`config.mk`:
```
export PLATFORM = sky130hd
export DESIGN_NAME = uart_wb_responder
export DESIGN_NICKNAME = d
export VERILOG_FILES = /design/src/rtl/uart_wb_pkg.sv /design/src/rtl/uart_wb_regbank.sv /design/src/rtl/uart_wb_responder.sv
export SDC_FILE = /design/constraint.sdc
export NUM_CORES = 1
export LEC_CHECK = 0
export BUFFER_PORTS_ARGS = -buffer_cell sky130_fd_sc_hd__buf_2
export CAP_MARGIN = 20
export CELL_PAD_IN_SITES_DETAIL_PLACEMENT = 1
export CELL_PAD_IN_SITES_GLOBAL_PLACEMENT = 2
export CORE_ASPECT_RATIO = 0.6
export CORE_UTILIZATION = 31
export DETAILED_ROUTE_END_ITERATION = 16
export PLACE_DENSITY_LB_ADDON = 0.3
export SKIP_CTS_REPAIR_TIMING = 1
export SLEW_MARGIN = 15
export SYNTH_ARGS = -nofsm -noshare
export SYNTH_HDL_FRONTEND = slang
export SYNTH_SLANG_ARGS = --single-unit
```
`constraint.sdc`:
```
create_clock -name wb_clk_i -period 8.6 [get_ports wb_clk_i]
set_input_delay 1.72 -clock wb_clk_i [delete_from_list [all_inputs] [get_ports wb_clk_i]]
set_output_delay 1.72 -clock wb_clk_i [all_outputs]
set_load 0.01 [all_outputs]
```
`src/rtl/uart_wb_pkg.sv`:
```
// Shared types and constants for the uart_wb_responder Wishbone target.
// Optional error termination is enabled by defining UART_WB_RESP_ERR_EN.
package uart_wb_pkg;

    typedef enum logic [1:0] {
        ST_IDLE,
        ST_WAIT,
        ST_ACK
    } state_t;

    localparam int WAIT_W  = 4;
    localparam int INT_BIT = 0;

    localparam logic [2:0] REG_SCR0     = 3'd0;
    localparam logic [2:0] REG_SCR1     = 3'd1;
    localparam logic [2:0] REG_SCR2     = 3'd2;
    localparam logic [2:0] REG_SCR3     = 3'd3;
    localparam logic [2:0] REG_INT_EN   = 3'd4;
    localparam logic [2:0] REG_DOORBELL = 3'd5;
    localparam logic [2:0] REG_INT_STAT = 3'd6;
    localparam logic [2:0] REG_ID       = 3'd7;

    function automatic logic [31:0] lane_mask(input logic [3:0] sel);
        logic [31:0] m;
        for (int i = 0; i < 4; i++) begin
            m[8*i +: 8] = {8{sel[i]}};
        end
        return m;
    endfunction

endpackage

```
`src/rtl/uart_wb_regbank.sv`:
```
// Register file behind the Wishbone responder: byte-lane writes, read mux,
// doorbell-driven sticky interrupt status and the registered interrupt output.
module uart_wb_regbank
    import uart_wb_pkg::*;
#(
    parameter logic [31:0] RESP_ID = 32'h5541_5254
) (
    input  logic        clk,
    input  logic        rst,
    input  logic        wr_en,
    input  logic [2:0]  wr_idx,
    input  logic [3:0]  wr_sel,
    input  logic [31:0] wr_dat,
    input  logic [2:0]  rd_idx,
    output logic [31:0] rd_dat,
    output logic        irq
);

    logic [31:0] scratch [4];
    logic [31:0] doorbell;
    logic        int_en;
    logic        int_stat;
    logic [31:0] wr_mask;

    assign wr_mask = lane_mask(wr_sel);

    always_ff @(posedge clk or posedge rst) begin
        if (rst) begin
            for (int i = 0; i < 4; i++) begin
                scratch[i] <= '0;
            end
            doorbell <= '0;
            int_en   <= 1'b0;
            int_stat <= 1'b0;
            irq      <= 1'b0;
        end else begin
            irq <= int_stat & int_en;
            if (wr_en) begin
                case (wr_idx)
                    REG_SCR0, REG_SCR1, REG_SCR2, REG_SCR3:
                        scratch[wr_idx[1:0]] <= (scratch[wr_idx[1:0]] & ~wr_mask) | (wr_dat & wr_mask);
                    REG_INT_EN:
                        if (wr_sel[0]) int_en <= wr_dat[INT_BIT];
                    REG_DOORBELL: begin
                        doorbell <= (doorbell & ~wr_mask) | (wr_dat & wr_mask);
                        // only bytes actually written count as the rung value
                        if ((wr_dat & wr_mask) != '0) int_stat <= 1'b1;
                    end
                    REG_INT_STAT:
                        if (wr_sel[0] && wr_dat[INT_BIT]) int_stat <= 1'b0;
                    default: ;
                endcase
            end
        end
    end

    always_comb begin
        rd_dat = '0;
        case (rd_idx)
            REG_SCR0, REG_SCR1, REG_SCR2, REG_SCR3: rd_dat = scratch[rd_idx[1:0]];
            REG_INT_EN:   rd_dat = {31'b0, int_en};
            REG_DOORBELL: rd_dat = doorbell;
            REG_INT_STAT: rd_dat = {31'b0, int_stat};
            REG_ID:       rd_dat = RESP_ID;
            default:      rd_dat = '0;
        endcase
    end

endmodule

```
`src/rtl/uart_wb_responder.sv`:
```
// Wishbone classic slave responder with programmable wait states and doorbell interrupt.
// Define UART_WB_RESP_ERR_EN to add wb_err_o for ID writes and empty-sel accesses.
//
// state   | meaning
// --------+------------------------------------------------------------
// ST_IDLE | waiting for cyc&stb; request captured on the sampling edge
// ST_WAIT | counting wait states down; cyc low aborts the transfer
// ST_ACK  | ack/err pulse cycle; a write commits on the edge leaving it
module uart_wb_responder
    import uart_wb_pkg::*;
#(
    parameter int          WAIT_STATES = 0,
    parameter logic [31:0] RESP_ID     = 32'h5541_5254
) (
    input  logic        wb_clk_i,
    input  logic        wb_rst_i,
    input  logic [4:0]  wb_addr_i,
    input  logic [31:0] wb_dat_i,
    output logic [31:0] wb_dat_o,
    input  logic [3:0]  wb_sel_i,
    input  logic        wb_we_i,
    input  logic        wb_stb_i,
    input  logic        wb_cyc_i,
    output logic        wb_ack_o,
`ifdef UART_WB_RESP_ERR_EN
    output logic        wb_err_o,
`endif
    output logic        int_o
);

    localparam logic [WAIT_W-1:0] WAIT_LOAD =
        (WAIT_STATES > 0) ? WAIT_W'(WAIT_STATES - 1) : '0;

    state_t            state;
    logic [WAIT_W-1:0] wait_cnt;
    logic [2:0]        cap_idx;
    logic              cap_we;
    logic [3:0]        cap_sel;
    logic [31:0]       cap_dat;

    logic [2:0]  req_idx;
    logic        req_we;
    logic [3:0]  req_sel;
    logic        req_err;
    logic        req_valid;
    logic        respond;
    logic        wr_en;
    logic [31:0] rd_dat;
    logic [1:0]  addr_unused;

    assign addr_unused = wb_addr_i[1:0];
    assign req_valid   = wb_cyc_i & wb_stb_i;

    // In IDLE the live bus is the request; afterwards the captured copy is.
    assign req_idx = (state == ST_IDLE) ? wb_addr_i[4:2] : cap_idx;
    assign req_we  = (state == ST_IDLE) ? wb_we_i        : cap_we;
    assign req_sel = (state == ST_IDLE) ? wb_sel_i       : cap_sel;

`ifdef UART_WB_RESP_ERR_EN
    assign req_err = (req_we && req_idx == REG_ID) || (req_sel == 4'b0);
`else
    assign req_err = 1'b0;
`endif

    assign respond = ((state == ST_IDLE) && req_valid && (WAIT_STATES == 0)) ||
                     ((state == ST_WAIT) && wb_cyc_i && (wait_cnt == '0));

    assign wr_en = (state == ST_ACK) && cap_we && !req_err;

    always_ff @(posedge wb_clk_i or posedge wb_rst_i) begin
        if (wb_rst_i) begin
            state    <= ST_IDLE;
            wait_cnt <= '0;
            cap_idx  <= '0;
            cap_we   <= 1'b0;
            cap_sel  <= '0;
            cap_dat  <= '0;
            wb_ack_o <= 1'b0;
            wb_dat_o <= '0;
`ifdef UART_WB_RESP_ERR_EN
            wb_err_o <= 1'b0;
`endif
        end else begin
            case (state)
                ST_IDLE: begin
                    if (req_valid) begin
                        cap_idx  <= wb_addr_i[4:2];
                        cap_we   <= wb_we_i;
                        cap_sel  <= wb_sel_i;
                        cap_dat  <= wb_dat_i;
                        wait_cnt <= WAIT_LOAD;
                        state    <= (WAIT_STATES == 0) ? ST_ACK : ST_WAIT;
                    end
                end
                ST_WAIT: begin
                    if (!wb_cyc_i)             state    <= ST_IDLE;
                    else if (wait_cnt == '0)   state    <= ST_ACK;
                    else                       wait_cnt <= wait_cnt - WAIT_W'(1);
                end
                ST_ACK:  state <= ST_IDLE;
                default: state <= ST_IDLE;
            endcase

            wb_ack_o <= respond && !req_err;
            wb_dat_o <= (respond && !req_we && !req_err) ? rd_dat : '0;
`ifdef UART_WB_RESP_ERR_EN
            wb_err_o <= respond && req_err;
`endif
        end
    end

    uart_wb_regbank #(
        .RESP_ID (RESP_ID)
    ) u_regbank (
        .clk    (wb_clk_i),
        .rst    (wb_rst_i),
        .wr_en  (wr_en),
        .wr_idx (cap_idx),
        .wr_sel (cap_sel),
        .wr_dat (cap_dat),
        .rd_idx (req_idx),
        .rd_dat (rd_dat),
        .irq    (int_o)
    );

endmodule

```
# After elaboration in Yosys (flattened, before gate mapping)

Cells that the tools add are included.

Flip-flop bits (word level): 242
Bits of input ports: 46
Output and inout port bits: 34
Logic and storage cells: 100

Add/subtract/negate cells: 1
Order comparisons: 3
Eq/ne operators: 21
Mux-type cells: 24
Bitwise logic cells: 10
Reductions and logical operators: 25

Operators by type and width:

| cell                                                 | number |
|---|---|
| 2-to-1 mux 32 bit                                    | 6 |
| one-hot mux 32 bit (5 select lines)                  | 1 |
| binary-select mux 32 bit (select 2 bit)              | 2 |
| bitwise mux 128 bit                                  | 1 |
| AND 32 bit                                           | 3 |
| demux 32 bit (select 2 bit)                          | 1 |
| bitwise OR 32 bit                                    | 2 |
| inverter 32 bit                                      | 1 |
| nonzero test 32 bit                                  | 1 |
| equality test 3 bit (second input constant)          | 7 |
| equality test 3 x 2 -> 1 bit (second input constant) | 4 |
| 2-to-1 mux 4 bit                                     | 3 |
| one-hot mux 4 bit (2 select lines)                   | 1 |
| AND reduction 2 bit                                  | 4 |
| AND reduction 4 bit                                  | 2 |
| OR reduction 4 bit                                   | 2 |
| logical AND 1 bit                                    | 7 |
| equality test 3 x 1 -> 1 bit (second input constant) | 2 |
| >= comparator 3 bit (second input constant)          | 2 |
| logical NOT 3 bit                                    | 2 |
| 2-to-1 mux 2 bit                                     | 3 |
| inequality test 2 bit (second input constant)        | 3 |
| inverter 2 -> 3 bit                                  | 2 |
| logical NOT 4 bit                                    | 1 |
| other kinds (16)                                     | 21 |

# Depth between registers and ports, before layout

Gate-level depths: netlist of the first run.

Depth in word-level cells: 8
Mapped depth: 8

# Hierarchy

Synthesis of the first run repeated with hierarchy kept, for this count alone.

Cell total of the unflattened synthesis: 898
Area, all modules: 11094.4 um^2

By module, submodules not included:

| module            | instances | cells each | area each (um^2) | sequential area each (um^2) |
|---|---|---|---|---|
| uart_wb_regbank   | 1         | 736        | 8305.5           | 4078.9 |
| uart_wb_responder | 1         | 162        | 2788.9           | 1851.8 |

# Least setup slack after synthesis of the first run

No wires, ideal clock.

Path type: input port to flip-flop
Start: in wb_addr_i[3]
End: reg wb_dat_o[16]
Setup time: 133 ps
Arrival time: 2851 ps
Data required time: 8467 ps
Setup slack: 5616 ps
Stages: 5
Path through: mux2i_4 buf_6 mux4_2 nand2_1 o21ai_0

Word-level cells in the longest chain between the ends: 7
Elaborated cells between the ends (all ways): 16

Ends and longest elaborated chain:

| what                                                  | RTL line                 | text |
|---|---|---|
| start: declaration                                    | uart_wb_responder.sv:17  | `input logic [4:0] wb_addr_i,` |
| 2-to-1 mux 3 bit *                                    | uart_wb_responder.sv:55  | `assign req_idx = (state == ST_IDLE) ? wb_addr_i[4:2] : cap_idx;` |
| inverter 2 -> 3 bit (not written as such)             | uart_wb_regbank.sv:60    | `REG_SCR0, REG_SCR1, REG_SCR2, REG_SCR3: rd_dat = scratch[rd_idx[1:0]];` |
| binary-select mux 32 bit (select 2 bit)               | uart_wb_regbank.sv:60    |  |
| 2-to-1 mux 32 bit (not written as such) (2 in series) | uart_wb_regbank.sv:60    |  |
| one-hot mux 32 bit (5 select lines) *                 | uart_wb_regbank.sv:59    | `case (rd_idx)` |
| 2-to-1 mux 32 bit *                                   | uart_wb_responder.sv:105 | `wb_dat_o <= (respond && !req_we && !req_err) ? rd_dat : '0;` |
| end signal: assignment                                | uart_wb_responder.sv:105 |  |
| end: declaration                                      | uart_wb_responder.sv:19  | `output logic [31:0] wb_dat_o,` |

Every way passes the cells marked *; elsewhere a longest branch is shown, timed or not. The select of a mux whose other input is x is not followed.
A chain may end at the register's enable or synchronous reset.

# Final worst setup path of the first run

Start: in wb_cyc_i
End: reg wb_dat_o[16]

Word-level cells in the longest chain between the ends: 5
Elaborated cells between the ends (all ways): 7

Ends and longest elaborated chain:

| what                                                  | RTL line                                         | text |
|---|---|---|
| start: declaration                                    | uart_wb_responder.sv:23                          | `input logic wb_cyc_i,` |
| AND 1 bit / logical AND 1 bit (equally long branches) | uart_wb_responder.sv:52, uart_wb_responder.sv:66 |  |
| logical AND 1 bit, on equally long branches           | uart_wb_responder.sv:65, uart_wb_responder.sv:66 |  |
| logical OR 1 bit *                                    | uart_wb_responder.sv:65                          | `assign respond = ((state == ST_IDLE) && req_valid && (WAIT_STATES == 0)) \|\|` |
| logical AND 1 bit *                                   | uart_wb_responder.sv:105                         |  |
| 2-to-1 mux 32 bit *                                   | uart_wb_responder.sv:105                         |  |

Every way passes the cells marked *; elsewhere a longest branch is shown, timed or not.

==> results by group, run 1 <==
GRT
  • Global route total overflow: 0
  • Vias in the first global route: 8041
  • Global Route Usage Sum: 0.184
  • Initial antenna violation count: 0
  • First-pass GRT wire length: 50200 um
  • Pin count of the biggest net entering global routing: 169

Yosys
  • Post-synthesis sequential area ratio: 0.549
  • Distinct cells, synth: 46
  • Syn avg cell area: about 11 um^2
  • Ranking of synthesized cells by area: dfrtp_1 55%, mux4_2 9.0%, nand2_1 8.1%
  • Synthesized netlist cell count: between 900 and 1000
  • Ys async rst share: 1.00
  • Synth Cell Area: 10800 um^2
  • Number of flops mapped to enable cells by yosys: 0
  • Top-area cell type share of the netlist area: 0.549
  • Synth Register Bits: about 240
  • Post-synth top flop: dfrtp_1
  • Total number of yosys warnings: 0
  • Mapped Nets: just over 1000
  • Post-synth top area cell: dfrtp_1

Cells and area
  • Fin cells: between 1000 and 1500
  • Fraction of layout cells with a size suffix above 1: 0.231
  • Number of filler cells placed in the layout: between 3000 and 4000
  • Design Area, Final: around 12000 um^2
  • Most frequent cells in the layout: 235 x dfrtp_1, 230 x nand2_1, 109 x o21ai_0
  • Sequential cell area: 5930 um^2
  • Commonest non-fill, non-tap cell in the layout: dfrtp_1
  • Multi-input gate area: approximately 4400 um^2
  • Final Net Count: between 1000 and 1500
  • Number of diodes: 0
  • Utilization after layout: 0.365
  • Layout area overhead: 14.8%

Detailed routing
  • DRT Pass-1 Iters: 4
  • WL final: about 32000 um
  • Routed Antenna Nets: 0
  • Routed wire per std cell: 21.3 um
  • Initial DRC count: 429
  • Vias/cell: slightly above 5
  • Vias: around 7600
  • # DRC: 0

Timing
  • Final hold vios: 0
  • Max transition margin: 0.328
  • Final Max Tran Viols: 0
  • Fmax: around 290 MHz
  • Period utilization: 0.399
  • Worst-Margin Slew: between 1 and 1.5 ns
  • Post-route clock skew: between 0.007 and 0.008 ns
  • Fin crit period: approximately 3.4 ns
  • RSZ-0062 raised after global routing: false
  • # setup viols final: 0
  • Total negative slack: 0 ns

Worst setup path
  • Reg-to-Reg Start: state[1]
  • Worst path buffer plus inverter count: 1
  • Register-to-Register Setup Slack: ~5.5 ns
  • CP Class: input port to flop
  • Crit. End Element: flop
  • Worst Path Max Fanout: 44
  • Slowest cell on the critical path: nand3b_1
  • Data arrival, critical path: 3.85 ns
  • CP max stage delay: 0.60 ns
  • CP Cell Sequence: buf_2, nand3b_4, nor2_1, nand3b_1, o21ai_0
  • R2r endpoint: cap_sel[1]
  • Crit path launch: wb_cyc_i
  • Worst r2r path cells: 5
  • Top Family by Delay on Critical Path: simple AND/OR/NAND/NOR gates
  • Required @ worst endpoint: around 9.0 ns
  • Crit path launch type: input port

Floorplan
  • Starting Density: 0.318
  • Core ar.: approximately 34000 um^2
  • Die width: about 240 um
  • I/O Pins: 80
  • Die height: approximately 150 um
  • Total Die Area: roughly 36000 um^2
  • Row count: 52

Min path
  • Hold WC Path Type: flop to flop
  • Hold Path End: u_regbank.scratch[27]
  • Hold Crit Start: u_regbank.scratch[27]
  • Worst Hold Depth: 2

CTS
  • Clock-pin slew on the worst setup and hold paths: approximately 0.060 ns
  • Total CTS buffers: 24
  • H-tree Lvls: 1
  • Max clock buf depth: 3
  • TritonCTS clock tree: done
  • Clk sink count: between 200 and 250
  • Later-pin clock latency in the skew report: about 0.53 ns
  • Clock root buffer master: clkbuf_16

Outcome
  • Status: finished, final reports clean

Job
  • Max Cap Violations: 0

Pwr
  • Static Leak: between 5 and 6 nW
  • Worst vdd ir: 0.000126 V
  • Power Total: about 0.0033 W
  • Power density over the cells: between 200 and 300 nW/um^2

Placement
  • Detailed Place HPWL: 19100 um
  • DP Area: approximately 12000 um^2
  • I/O Buffers: between 70 and 80
  • GPL Wtd Cong: about 0.74
  • Placed cell count: roughly 1500
## tightest hold or removal path, stage by stage (launching register included)
cell	delay, ns
dfrtp_1	0.36
nand2_1	0.05
o21ai_0	0.06
## worst max-delay path by stage
stage / to / slack [ns] / depth (start not counted)
CTS: wb_dat_o[12] / 5.12 / 5
global placement: wb_dat_o[16] / 4.53 / 5
floorplan: async pin / 0.38 / 1
finish: wb_dat_o[16] / 5.17 / 5
global route: wb_dat_o[9] / 5.05 / 5
detailed placement: wb_dat_o[12] / 4.56 / 5
## per-layer routing
layer | wire, um | GRT usage
met5 | 0 | 0
met4 | 501 | 0.0387
met3 | 2020 | 0.0360
met2 | 13500 | 0.271
met1 | 15800 | 0.280
## synth_stat cells, types with 2 or more instances
cell type	n
dfrtp_1	237
nand2_1	232
o21ai_0	109
nor2_1	46
mux4_2	43
a21oi_1	36
o22ai_1	36
mux2_2	34
mux2i_1	34
clkbuf_1	31
inv_1	25
buf_2	16
o32ai_2	10
buf_4	7
nor4_1	7
o32ai_1	7
buf_6	6
mux2i_4	5
nand2_2	4
nor3_1	4
and3b_1	3
buf_1	3
nor2b_1	3
a211oi_1	2
a221oi_1	2
buf_12	2
nand3_1	2
nand3b_1	2
o211a_1	2
o221ai_1	2
## where the power goes
group / switching [W] / internal, W / leakage, nW
clock: 0.000450 / 0.000676 / 0.418
sequential: 0.000197 / 0.00133 / 3.17
combinational: 0.000332 / 0.000300 / 2.07
total: 0.000979 / 0.00230 / 5.66
## logic make-up after synthesis
kind of cell,Yosys count,synth area share
xor gates and xnor gates,1,0.000810
buffers and inverters,90,0.0427
and+or+nand+nor,310,0.118
DFF,237,0.549
muxes,118,0.170
AOI/OAI and AO/OA,212,0.120
## metrics by stage
| stage | hold slack (ns) | setup slack [ns] |
|---|---|---|
| after floorplan | 0.459 | 0.377 |
| after global placement | 0.481 | 4.53 |
| after detailed placement | 0.495 | 4.56 |
| after CTS | 0.510 | 5.12 |
| after global routing | 0.528 | 5.05 |
| final | 0.504 | 5.17 |
## cell type report
type                       instances  share of cell area
multi-input combinational        641               0.359
timing repair buffer              91              0.0405
clock inverter                     3             0.00524
inverter                          25             0.00817
tap                              459              0.0463
clock buffer                      40              0.0630
sequential                       237               0.478
Power figures use the tool's default switching activity.
==> run 2, diff against run 1 <==
Clock period 8.6 ns to 3.2 ns, I/O delays scaled along.
==> run 2 against run 1 <==
Against the previous run:
- critical path depth stayed put
- via count is 0.99% higher
- cell area is 0.92% higher
- non-clock buffer count is 20 higher
- total power grew to 2.6 times the previous value
- wire length is 0.91% higher
- sequential share of layout area is 0.44 points lower
- largest cell class unchanged
- largest power group unchanged
- highest routed layer unchanged
==> results by group, run 2 (synthesis gave the netlist of run 1 again) <==
Outcome
  • Status: finished, final reports clean

Worst setup path
  • Slowest cell on the critical path: dfrtp_2
  • Required @ worst endpoint: 3.57 ns (-5.45 ns)
  • Crit. End Element: flop
  • Data arrival, critical path: 2.93 ns (-0.92 ns)
  • Worst Path Max Fanout: 22 (-50%)
  • CP Cell Sequence: nor2b_1, a21oi_2, buf_4, o22ai_1, o32ai_1
  • CP max stage delay: 0.75 ns (+0.15 ns)
  • CP Class: flop to flop
  • Crit path launch type: flop

Timing
  • # setup viols final: 0 (unchanged)
  • Post-route clock skew: 0.0133 ns (+0.00618 ns)
  • Period utilization: 0.799
  • Fmax: slightly below 400 MHz
  • Final hold vios: 0 (unchanged)
  • Fin crit period: 2.56 ns
  • Final Max Tran Viols: 0 (unchanged)
  • Worst-Margin Slew: 0.862 ns (-0.146 ns)
  • Setup slack after layout: 0.642 ns (-4.53 ns)
  • RSZ-0062 raised after global routing: false
  • Hold_ws: 0.276 ns (-0.228 ns)
  • Max transition margin: 0.424 (+0.0960)

Job
  • Max Cap Violations: 0 (unchanged)

Pwr
  • Static Leak: 5.72 nW (+1.0%)
  • Power density over the cells: 691 nW/um^2 (+160%)
  • Power Total: 0.00865 W (+160%)
  • Worst vdd ir: 0.000358 V (+180%)

GRT
  • Met1 usage: 0.286 (+0.00642)
  • Global route total overflow: 0 (unchanged)
  • Most Used Layer, Global Route: met1
  • M3 GR Usage: 0.0327 (-0.00331)
  • Pin count of the biggest net entering global routing: 45 (-73%)
  • First-pass GRT wire length: 51800 um (+3.2%)
  • GR Util met2: 0.281 (+0.0109)
  • Vias in the first global route: 8362 (+4.0%)
  • Initial antenna violation count: 0 (unchanged)
  • Global Route Usage Sum: 0.189 (+0.00488)

Cells and area
  • Commonest non-fill, non-tap cell in the layout: dfrtp_1
  • Most frequent cells in the layout: 235 x dfrtp_1, 230 x nand2_1, 109 x o21ai_0
  • Fraction of layout cells with a size suffix above 1: 0.241 (+0.0100)
  • Number of filler cells placed in the layout: 3726 (-0.080%)
  • Layout area overhead: 15.8%
  • Final Net Count: 1086 (+1.9%)
  • Number of diodes: 0 (unchanged)

Detailed routing
  • DRT Pass-1 Iters: 4 (unchanged)
  • Routed wire per std cell: 21.3 um (about the same)
  • Vias: 7664 (+0.99%)
  • Vias/cell: 5.07 (about the same)
  • Initial DRC count: 392 (-8.6%)
  • # DRC: 0 (unchanged)
  • WL final: 32200 um (+0.91%)
  • Routed Antenna Nets: 0 (unchanged)

Min path
  • Hold WC Path Type: input port to async pin

CTS
  • Max clock buf depth: 3 (unchanged)
  • TritonCTS clock tree: done
  • H-tree Lvls: 1 (unchanged)
  • Clock-pin slew on the worst setup and hold paths: 0.06 ns (about the same)
  • Total CTS buffers: 24 (unchanged)
  • Later-pin clock latency in the skew report: 0.53 ns (about the same)
  • Clk sink count: 237 (unchanged)
  • Clock root buffer master: clkbuf_16

Floorplan
  • I/O Pins: 80 (unchanged)
  • Starting Density: 0.318 (unchanged)
  • Row count: 52 (unchanged)
  • Die height: 147 um (unchanged)
  • Total Die Area: 35600 um^2 (unchanged)
  • Die width: 243 um (unchanged)
  • Core ar.: 34000 um^2 (unchanged)

Placement
  • Pre-CTS setup slack: 0.700 ns (-3.86 ns)
  • GPL Wtd Cong: 0.778 (+5.3%)
  • I/O Buffers: 77 (unchanged)
  • Detailed Place HPWL: 21400 um (+13%)
[run 2: metrics by stage]
stage	util	std cells	TNS (ns)	area [um^2]
after floorplan	-	968	-129.37	10800
after global placement	0.346	1473	0	11800
after detailed placement	0.346	1473	0	11800
after CTS	0.368	1511	0	12500
after global routing	0.368	1511	0	12500
final	0.368	1511	0	12500
[run 2: cell type report]
type	instances	area, um^2	area share
multi-input combinational	641	4430	0.354
inverter	25	97.6	0.00779
clock inverter	2	37.5	0.00300
sequential	237	5930	0.474
clock buffer	36	717	0.0573
tap	459	574	0.0459
timing repair buffer	111	728	0.0582
[run 2: critical path: cells and delay by family, from the launching register on]
family / cells / cell delay [ns]
AND/OR/NAND/NOR: 1 / 0.25
flip-flops: 1 / 0.75
AO/OA/AOI/OAI: 3 / 1.02
buffers and inverters: 1 / 0.38
[run 2: metal layers]
metal	part of all wire	vias to the layer above
met5	0	-
met1	0.49	3934
met2	0.43	145
li1	-	3541
met3	0.057	44
met4	0.019	0
[run 2: worst paths after layout]
kind | startpoint | to | slack, ns | cells past startpoint
min in group wb_clk_i | wb_dat_i[24] | cap_dat[24] | 0.30 | 3
worst max-delay path | cap_idx[1] | wb_dat_o[31] | 0.64 | 5
worst min-delay path | wb_rst_i | cap_dat[19] | 0.28 | 2
worst max register to register | cap_idx[1] | wb_dat_o[31] | 0.64 | 5
worst min register to register | u_regbank.scratch[21] | u_regbank.scratch[21] | 0.50 | 2
max in group asynchronous | wb_rst_i | wb_dat_o[31] | 2.08 | 3
[run 2: report_power, final]
group / internal (W) / switching [W] / leakage [nW]
clock network: 0.00161 / 0.00120 / 0.365
logic: 0.000835 / 0.000875 / 2.19
registers: 0.00356 / 0.000567 / 3.17
total: 0.00601 / 0.00264 / 5.72
==> run 3, diff against run 2 <==
Clock period 3.2 ns to 2.1 ns, I/O delays scaled along.
==> run 3 against run 2 <==
Against the previous run:
- the flow now finishes with violations (negative hold slack)
- largest cell class unchanged
- final cell count rose by 2.0%
- non-clock buffer count rose by 27
- sequential power increased by 51%
- critical path depth decreased by 1
- fmax rose by 29%
- clock power is 48% higher
- clock skew grew 0.0026 ns
- die area stayed put
==> results by group, run 3 (synthesis gave the netlist of run 1 again) <==
GRT
  • Initial antenna violation count: 0 (unchanged)
  • Vias in the first global route: 8196 (-2.0%)
  • First-pass GRT wire length: 51300 um (-0.92%)
  • Pin count of the biggest net entering global routing: 51 (+13%)
  • Global route total overflow: 0 (unchanged)
  • Global Route Usage Sum: 0.189 (-0.000626)

Placement
  • Detailed Place HPWL: 22300 um (+3.9%)
  • Pre-CTS setup slack: 0.0417 ns (-0.658 ns)
  • GPL Wtd Cong: 0.780 (+0.18%)
  • I/O Buffers: 77 (unchanged)

Timing
  • Fmax: 503 MHz (+29%)
  • Setup slack after layout: 0.114 ns (-0.528 ns)
  • Period utilization: 0.946 (+0.146)
  • Final Max Tran Viols: 0 (unchanged)
  • Final hold vios: 2 (+2)
  • Fin crit period: 1.99 ns (-0.572 ns)
  • Post-route clock skew: 0.0159 ns (+0.00258 ns)
  • # setup viols final: 0 (unchanged)
  • RSZ-0062 raised after global routing: false
  • Max transition margin: 0.534 (+0.111)
  • Hold_ws: -0.00466 ns (-0.281 ns)
  • Worst-Margin Slew: 0.697 ns (-0.165 ns)

Cells and area
  • Sequential cell area: 5930 um^2 (about the same)
  • Commonest non-fill, non-tap cell in the layout: dfrtp_1
  • Fraction of layout cells with a size suffix above 1: 0.266 (+0.0247)
  • Layout area overhead: 18.8%
  • Final Net Count: 1113 (+2.5%)
  • Number of filler cells placed in the layout: 3745 (+0.51%)
  • Most frequent cells in the layout: 234 x dfrtp_1, 230 x nand2_1, 109 x o21ai_0
  • Number of diodes: 0 (unchanged)
  • Multi-input gate area: 4440 um^2 (+0.25%)
  • Utilization after layout: 0.377 (+0.00949)

Detailed routing
  • Initial DRC count: 419 (+6.9%)
  • Vias/cell: 5.12 (+0.86%)
  • WL final: 32600 um (+1.2%)
  • DRT Pass-1 Iters: 4 (unchanged)
  • Vias: 7883 (+2.9%)
  • # DRC: 0 (unchanged)
  • Routed Antenna Nets: 0 (unchanged)
  • Routed wire per std cell: 21.1 um (-0.74%)

Worst setup path
  • Crit path launch type: flop
  • Top Family by Delay on Critical Path: simple AND/OR/NAND/NOR gates
  • Register-to-Register Setup Slack: 0.11 ns (-0.53 ns)
  • Required @ worst endpoint: 2.51 ns (-1.06 ns)
  • Worst Path Max Fanout: 10 (-55%)
  • CP Class: flop to flop
  • Slowest cell on the critical path: dfrtp_2
  • CP Cell Sequence: nor2b_1, and4_1, nand2_2, mux2_2
  • Worst path buffer plus inverter count: 0 (-1)
  • Crit. End Element: flop
  • CP max stage delay: 0.52 ns (-0.23 ns)
  • Data arrival, critical path: 2.40 ns (-0.53 ns)

Floorplan
  • I/O Pins: 80 (unchanged)
  • Starting Density: 0.318 (unchanged)
  • Die height: 147 um (unchanged)
  • Die width: 243 um (unchanged)
  • Core ar.: 34000 um^2 (unchanged)
  • Row count: 52 (unchanged)
  • Total Die Area: 35600 um^2 (unchanged)

Min path
  • Hold WC Path Type: input port to async pin

Job
  • Max Cap Violations: 0 (unchanged)

CTS
  • Clock-pin slew on the worst setup and hold paths: 0.06 ns (about the same)
  • Max clock buf depth: 3 (unchanged)
  • Clock root buffer master: clkbuf_16
  • Total CTS buffers: 24 (unchanged)
  • TritonCTS clock tree: done
  • Clk sink count: 237 (unchanged)
  • H-tree Lvls: 1 (unchanged)
  • Later-pin clock latency in the skew report: 0.54 ns (about the same)

Pwr
  • Power density over the cells: 1030 nW/um^2 (+49%)
  • Worst vdd ir: 0.000581 V (+62%)
  • Static Leak: 5.89 nW (+3.1%)

Outcome
  • Failing checks: negative hold slack
  • Status: finished with violations
## run 3: changes by cell type in the layout (fill, tap and decap cells not counted), sizes merged
cell | previous run | this run
buf | 111 | 138
clkinvlp | 2 | 1
bufinv | 1 | 0
clkinv | 1 | 6
## run 3: report_power, final
part | internal (W) | switching (W) | total (W)
sequential | 0.00543 | 0.000794 | 0.00623
clock | 0.00232 | 0.00184 | 0.00416
combinational | 0.00138 | 0.00144 | 0.00282
## run 3: through the flow
| step | power [W] | std cells | instance area (um^2) | TNS [ns] |
|---|---|---|---|---|
| floorplan | 0.00809 | 968 | 10800 | -337.93 |
| global placement | 0.00899 | 1496 | 12100 | 0 |
| detailed placement | 0.00910 | 1496 | 12100 | 0 |
| CTS | 0.0133 | 1537 | 12800 | 0 |
| global route | 0.0139 | 1541 | 12800 | 0 |
| finish | 0.0132 | 1541 | 12800 | 0 |
## run 3: final timing paths
path	end	start	cells past startpoint
max	flop	cap_idx[0]	4
min	cap_idx[2]	wb_rst_i	2
max reg2reg	flop	cap_idx[0]	4
min reg2reg	u_regbank.scratch[102]	u_regbank.scratch[102]	2
max in group asynchronous	cap_dat[3]	wb_rst_i	3
min in group wb_clk_i	cap_dat[17]	wb_dat_i[17]	3
## run 3: cell type report
type,count,share of cell area
repair buffers,138,0.0812
clock buffers,36,0.0549
well taps,459,0.0447
multi-input cells,641,0.346
flip-flops and latches,237,0.462
clock inverters,5,0.00341
inverters,25,0.00760
## run 3: worst reg2reg max path: stages (launching register included)
cell and delay (ns):
dfrtp_2 0.52, nor2b_1 0.21, and4_1 0.46, nand2_2 0.29
mux2_2 0.37
## run 3: layer usage
layer,routed length [um],GRT usage,part of all wire
met5,0,0,0
met3,1240,0.0301,0.038
met2,13900,0.278,0.43
met4,419,0.0280,0.013
met1,17000,0.294,0.52
